**src/rtl/mul_pkg.sv**
```systemverilog
// mul_pkg: shared definitions for the multiplier sequencer/arbiter.
//   state_t  - sequencer states (IDLE, CALC, RESP)
//   src_t    - requester ID carried with each product
//   MUL_WIDTH / MUL_SETTLE - default operand width and settle window
package mul_pkg;

    localparam int MUL_WIDTH  = 32;
    localparam int MUL_SETTLE = 2;

    typedef enum logic [1:0] {
        ST_IDLE = 2'd0,
        ST_CALC = 2'd1,
        ST_RESP = 2'd2
    } state_t;

    typedef logic src_t;

endpackage

```
**src/rtl/mul_arbiter_array.sv**
```systemverilog
// MULarray: combinational WIDTH x WIDTH signed multiplier.
//   a, x : signed operands (WIDTH bits)
//   p    : full two's-complement product (2*WIDTH bits)
// The result needs several cycles to settle in silicon; the sequencer
// holds the operands stable and waits before sampling p.
module MULarray #(
    parameter int WIDTH = 32
) (
    input  logic [WIDTH-1:0]   a,
    input  logic [WIDTH-1:0]   x,
    output logic [2*WIDTH-1:0] p
);

    logic [2*WIDTH-1:0] w_a_ext;
    logic [2*WIDTH-1:0] w_x_ext;

    // Sign-extend to the product width so the low 2*WIDTH bits of the
    // unsigned product equal the signed product.
    assign w_a_ext = {{WIDTH{a[WIDTH-1]}}, a};
    assign w_x_ext = {{WIDTH{x[WIDTH-1]}}, x};
    assign p       = w_a_ext * w_x_ext;

endmodule

```
**src/rtl/mul_arbiter.sv**
```systemverilog
// mul_arbiter: two-port round-robin arbiter and sequencer for one shared
// MULarray. A granted operand pair is registered, the array is given
// SETTLE cycles, then the product is captured and offered on a
// back-pressurable response port together with the source ID.
//   clk, rst_n             - clock, synchronous active-low reset
//   reqN_valid/ready/a/x   - requester N operand handshake (N = 0, 1)
//   resp_valid/ready       - product handshake
//   resp_p, resp_src       - signed product and issuing requester
//   busy                   - high whenever not IDLE
module mul_arbiter
    import mul_pkg::*;
#(
    parameter int WIDTH  = MUL_WIDTH,
    parameter int SETTLE = MUL_SETTLE
) (
    input  logic               clk,
    input  logic               rst_n,
    input  logic               req0_valid,
    output logic               req0_ready,
    input  logic [WIDTH-1:0]   req0_a,
    input  logic [WIDTH-1:0]   req0_x,
    input  logic               req1_valid,
    output logic               req1_ready,
    input  logic [WIDTH-1:0]   req1_a,
    input  logic [WIDTH-1:0]   req1_x,
    output logic               resp_valid,
    input  logic               resp_ready,
    output logic [2*WIDTH-1:0] resp_p,
    output logic               resp_src,
    output logic               busy
);

    localparam int CW = (SETTLE > 1) ? $clog2(SETTLE) : 1;

    state_t             r_state;
    src_t               r_last;
    src_t               r_src;
    logic [CW-1:0]      r_cnt;
    logic [WIDTH-1:0]   r_a;
    logic [WIDTH-1:0]   r_x;
    logic [2*WIDTH-1:0] r_p;

    logic               w_idle;
    src_t               w_grant;
    logic               w_hs;
    logic [2*WIDTH-1:0] w_p;

    // Ready is also gated by reset so nothing looks accepted while the
    // block is being held in reset.
    assign w_idle  = rst_n && (r_state == ST_IDLE);

    // On a tie the requester not served last wins; otherwise whoever is
    // valid. With nobody valid the grant value is irrelevant.
    assign w_grant = (req0_valid && req1_valid) ? ~r_last : req1_valid;

    assign req0_ready = w_idle && req0_valid && (w_grant == 1'b0);
    assign req1_ready = w_idle && req1_valid && (w_grant == 1'b1);
    assign w_hs       = req0_ready || req1_ready;

    MULarray #(.WIDTH(WIDTH)) u_mul (
        .a (r_a),
        .x (r_x),
        .p (w_p)
    );

    always_ff @(posedge clk) begin
        if (!rst_n) begin
            r_state <= ST_IDLE;
            r_last  <= 1'b1;
            r_src   <= 1'b0;
            r_cnt   <= '0;
            r_a     <= '0;
            r_x     <= '0;
            r_p     <= '0;
        end else begin
            case (r_state)
                ST_IDLE: begin
                    if (w_hs) begin
                        r_a     <= w_grant ? req1_a : req0_a;
                        r_x     <= w_grant ? req1_x : req0_x;
                        r_src   <= w_grant;
                        r_cnt   <= CW'(SETTLE - 1);
                        r_state <= ST_CALC;
                    end
                end
                ST_CALC: begin
                    if (r_cnt == '0) begin
                        r_p     <= w_p;
                        r_state <= ST_RESP;
                    end else begin
                        r_cnt   <= r_cnt - 1'b1;
                    end
                end
                ST_RESP: begin
                    // The response handshake cycle never accepts a new
                    // request; arbitration resumes in the next IDLE cycle.
                    if (resp_ready) begin
                        r_last  <= r_src;
                        r_state <= ST_IDLE;
                    end
                end
                default: r_state <= ST_IDLE;
            endcase
        end
    end

    assign resp_valid = (r_state == ST_RESP);
    assign resp_p     = r_p;
    assign resp_src   = r_src;
    assign busy       = (r_state != ST_IDLE);

endmodule

```
**config.mk**
```make
export PLATFORM = sky130hd
export DESIGN_NAME = mul_arbiter
export DESIGN_NICKNAME = d
export VERILOG_FILES = /design/src/rtl/mul_pkg.sv /design/src/rtl/mul_arbiter_array.sv /design/src/rtl/mul_arbiter.sv
export SDC_FILE = /design/constraint.sdc
export NUM_CORES = 2
export LEC_CHECK = 0
export BUFFER_PORTS_ARGS = -buffer_cell sky130_fd_sc_hd__buf_2
export CAP_MARGIN = 20
export CORE_MARGIN = 2
export CORE_UTILIZATION = 40
export DETAILED_ROUTE_END_ITERATION = 8
export PLACE_DENSITY_LB_ADDON = 0.3
export REMOVE_ABC_BUFFERS = 1
export SLEW_MARGIN = 20
export SYNTH_ARGS = -nofsm -noshare
export SYNTH_HDL_FRONTEND = slang
export SYNTH_HIERARCHICAL = 1
export SYNTH_SLANG_ARGS = --single-unit
```
**constraint.sdc**
```tcl
create_clock -name clk -period 8.3 [get_ports clk]
set_input_delay 0.415 -clock clk [delete_from_list [all_inputs] [get_ports clk]]
set_output_delay 0.415 -clock clk [all_outputs]
set_load 0.005 [all_outputs]
```
After elaboration in Yosys (flattened, before gate mapping)
Cells that the tools add are included.

Flip-flop bits (word level): 133. Input port bits: 133. Output and inout port bits: 69.

Bitwise operators: 3. Reduce and logical (&&, ||, !) cells: 15. Equality and inequality tests: 5. Muxes and demuxes: 10. Add/subtract/negate cells: 1. Multiply operators: 1.

Operator list (number): 32-bit by 32-bit multiplier with 64-bit output (1); 32-bit two-way mux (2); 2-bit AND reduction (4); 1-bit logical AND (6); 2-bit two-way mux (3); 2-bit case mux with 3 select lines (1); 2-bit inequality test (second input constant) (2); 2-bit nonzero test (2); 1-bit two-way mux (3); 1-bit NOT (3); 3-bit AND reduction (1); 2-bit by 1-bit equality test with 1-bit output (second input constant) (1); 2-bit equality test (second input constant) (1); 2-bit logical NOT (1); 2-bit by 1-bit inequality test with 1-bit output (second input constant) (1); 1-bit case mux with 2 select lines (1); 1-bit logical OR (1); 1-bit subtractor (second input constant) (1).

Depth between registers and ports, before layout
Word-level depth: 7. Depth in mapped cells: 31.

Modules after synthesis
Netlist, hierarchy kept.

Modules (own cells, without submodules): MULarray (cells an instance 3877, area each 36349.9 um^2, sequential area each 0.0 um^2, times used 1); mul_arbiter (cells an instance 603, area each 5422.7 um^2, sequential area each 2662.6 um^2, times used 1).

Worst setup path after synthesis
No wires, ideal clock.

Kind: reg2reg. Start: register r_a[31]. End: register r_p[63], in the netlist resp_p[63]. Library setup time: 70 ps. Path slack: 282 ps. Stages on the path, launching flop included: 31. Data arrival time: 7948 ps. Path buffers: 2. Required time: 8230 ps. Clock period less this slack: 8018 ps. Cells stage by stage: dfxtp_1 -> clkbuf_1 -> nand2_1 -> inv_1 -> fa_1 -> inv_1 -> fa_1 -> inv_1 -> fa_1 -> fa_1 -> inv_1 -> fa_1 -> inv_1 -> fa_1 -> inv_1 -> fa_1 -> inv_1 -> fa_1 -> ha_1 -> clkbuf_1 -> nand4_1 -> nor4_1 -> nand2_1 -> a21oi_2 -> nor4b_2 -> nor4_2 -> nor2_1 -> a31oi_1 -> xnor2_1 -> nand2_1 -> a21oi_1.

Longest elaborated chain between the ends: 1.

Ends and longest elaborated chain: start, declared (RTL line mul_arbiter.sv:39) `logic [WIDTH-1:0] r_a;`; start signal, assigned (RTL line mul_arbiter.sv:79) `r_a <= w_grant ? req1_a : req0_a;`; 32-bit by 32-bit multiplier with 64-bit output (RTL line mul_arbiter_array.sv:21) `assign p = w_a_ext * w_x_ext;`; via w_p[63] (RTL line mul_arbiter.sv:46) `logic [2*WIDTH-1:0] w_p;`; end signal, assigned (RTL line mul_arbiter.sv:88) `r_p <= w_p;`; end, declared (RTL line mul_arbiter.sv:41) `logic [2*WIDTH-1:0] r_p;`.

The timed path passes the listed nets, and every way through them passes these cells. A chain may end at the register's enable or synchronous reset.

Final worst setup path
Start: register r_x[4]. End: register r_p[61], in the netlist resp_p[61].

Longest elaborated chain between the ends: 1.

Ends and longest elaborated chain: start, declared (RTL line mul_arbiter.sv:40) `logic [WIDTH-1:0] r_x;`; start signal, assigned (RTL line mul_arbiter.sv:80) `r_x <= w_grant ? req1_x : req0_x;`; 32-bit by 32-bit multiplier with 64-bit output (RTL line mul_arbiter_array.sv:21); via w_p[61] (RTL line mul_arbiter.sv:46).

The timed path passes the listed nets, and every way through them passes these cells.

==> flow_metrics.tcl <==
set metrics [dict create \
    synth_compound_area_frac 0.0598 \
    die_w_um 327 \
    fin_ws_ns 0.335 \
    syn_area_sq_um 41800 \
    fmax_ghz 0.126 \
    routed-via-count 30700 \
    yosys.area.top_type "fa_1" \
    critPathKind "flip-flop to flip-flop" \
    layoutNonFillerInstCount 5968 \
    worstHoldStart "resp_ready" \
    grt_pass1_wl_mm 197 \
    post-dp-hpwl_mm 97.7 \
    place_ws_ns -0.0896 \
    stdcell_area_sq_um 45600 \
    grt_remaining_overflow 0 \
    finalCritPeriodShare 0.960 \
    wl_per_cell_um 20.3 \
    async_reset_ff_frac 0 \
    max_slew.worst_pin.slew_ns 1.05 \
    r2r_slack_ns 0.34 \
    synth_seq_cells 133 \
    synth.avg_cell_area_sq_um 9.32 \
    cts.sinks 133 \
    initialDrtViolationCount 1936 \
    synth.area.top_cells "fa_1, inv_1, and2_1" \
    clkTransAtPathRegs_ns 0.07 \
    synth_simple_gate_area_frac 0.175 \
    drv_slew 0 \
    placed_cell_area_sq_um 44900 \
    io_buffers 201 \
    grt_pass1_vias 34900 \
    synth.distinct_cells 88 \
    areaGrowthSynthToFinish_pct 9.13 \
    yosysSeqAreaShare 0.0637 \
    synth_fa_ha_area_frac 0.574 \
    required_ns 8.73 \
    arrival_ns 8.39 \
    yosysWarnings 6 \
    die_area_sq_um 107000 \
    cts_tree "built" \
    vias_per_cell 5.15 \
    setup-tns-final_ns 0 \
    htreeDepth 4 \
    core-area_sq_um 103000 \
    finalSetupViolations 0 \
    fin_skew_ns 0.0153 \
    cts.path.max_buffers 2 \
    maxCapViolCount 0 \
    slowest_delay_ns 0.56 \
    reg2reg_from "r_x[4]" \
    fin_nets 5973 \
    drc 0 \
    cp_max_fo 19 \
    num_rows 118 \
    synth_mux_area_frac 0 \
    ant_nets 0 \
    cts.root.buffer_cell "clkbuf_16" \
    status "finished clean" \
    ys.flop_type "dfxtp_1" \
    slew_headroom 0.303 \
    cp_top_family "adder cells" \
    period_minus_slack_ns 7.96 \
    hp-class "input pin to flip-flop" \
    clk_latency_ns 0.51 \
    initial_core_util 0.404 \
    rsz0062_at_grt "no" \
    ioPinCount 202 \
    crit_start "r_x[4]" \
    gp_congestion 0.888 \
    cts_buffers 17 \
    drtPass1Iterations 8 \
    gr-usage-all-layers 0.240 \
    dp_cells 5933 \
    finalHoldViolCount 0 \
    synth_top_family_by_area "adder cells" \
    grt_max_degree 68 \
    yosysTopAreaCellShare 0.519 \
    cpMostUsedCell "fa_1" \
    antenna_found_initial 1 \
    wirelength_mm 121 \
    synth_xor_area_frac 0.0149 \
    crit_buf_inv 4 \
    end_kind "flip-flop" \
    drive_gt1_frac 0.0959 \
    die_y_um 327 \
    synth-edff-count 0 \
    syn-instance-count 4480 \
    critPathSlowestCell "fa_1" \
    worst_setup_path_start_kind "flip-flop" \
]
[final timing paths]
check | endpoint | depth (start not counted)
max | resp_p[61] | 26
min | r_last | 2
max reg2reg | resp_p[61] | 26
min reg2reg | resp_p[51] | 2
[cell usage in the layout, fill, tap and decap left out, types with 4 or more instances in the layout]
master / instances
a211oi_2: 5
a21o_1: 24
a21oi_1: 127
a31oi_1: 8
and2_1: 516
and3_1: 5
buf_12: 32
buf_2: 201
buf_4: 108
buf_6: 4
clkbuf_16: 17
dfxtp_1: 119
dfxtp_2: 14
fa_1: 1081
ha_1: 184
inv_1: 955
inv_6: 8
nand2_1: 652
nand2b_1: 13
nand3_1: 17
nand4_1: 16
nor2_1: 61
nor2b_1: 6
nor3_1: 9
o2111a_1: 64
o211ai_1: 6
o21a_1: 6
o21ai_0: 28
o21ai_1: 5
o21bai_1: 7
or3_1: 131
xnor2_1: 49
xor2_1: 22
[sequential cells by signal, indices dropped and copies added (netlist names)]
signal,cells
resp_src,1
r_state,2
r_last,1
r_a,32
r_x,32
r_cnt,1
resp_p,64
[worst register-to-register path, delay by kind of cell (launching register included)]
family	cells	cell delay, ns
and+or+nand+nor	6	1.00
DFF	1	0.49
AOI/OAI and AO/OA	7	1.20
buffers and inverters	4	0.84
adders and majority gates	9	4.35
[cells by family (layout without fill, tap and decap cells)]
kind of cell | after synthesis | count (layout)
fa+ha+maj | 1266 | 1266
other cells | 0 | 1
xor+xnor | 71 | 71
simple gates | 1451 | 1451
flops | 133 | 133
buf+inv | 1230 | 1337
compound gates | 329 | 329
[layer usage]
layer  up-vias  part of all wire  GRT usage
li1      13400                 -          -
met1     16300              0.38      0.281
met2       785              0.54      0.449
met3       248             0.038     0.0208
met4         0             0.042     0.0994
met5         -                 0          0
[metrics by stage]
stage                util  hold WS (ns)
finish              0.440         0.207
global placement    0.434         0.442
detailed placement  0.434         0.444
global route        0.440         0.215
CTS                 0.440         0.174
floorplan               -         0.453
[cells in the mapped netlist, drive strengths merged, types with 35 or more instances]
master / number
a21oi: 132
and2: 516
clkbuf: 246
dfxtp: 133
fa: 1082
ha: 184
inv: 957
nand2: 652
nor2: 63
o2111a: 64
o21ai: 35
or3: 132
xnor2: 49
[timing repair]
item / in CTS / in global routing
setup buffers: 0 / 2
pin swaps: 0 / 2
resized for setup: 1 / 28
setup endpoints to repair: 4 / 19
hold endpoints to repair: 0 / 0
hold buffers: 0 / 0
[area by class of cell]
type                       instances  area [sq um]
fill                           10100         57900
multi-input combinational       3117         34400
inverter                         958          3600
sequential                       133          2680
timing repair buffer             347          2530
tap                             1380          1730
clock buffer                      18           429
clock inverter                    14           186
antenna                            1          2.50
Power is not shown: default switching activity piles up to over one toggle a cycle in this logic, so the estimate is an artifact.
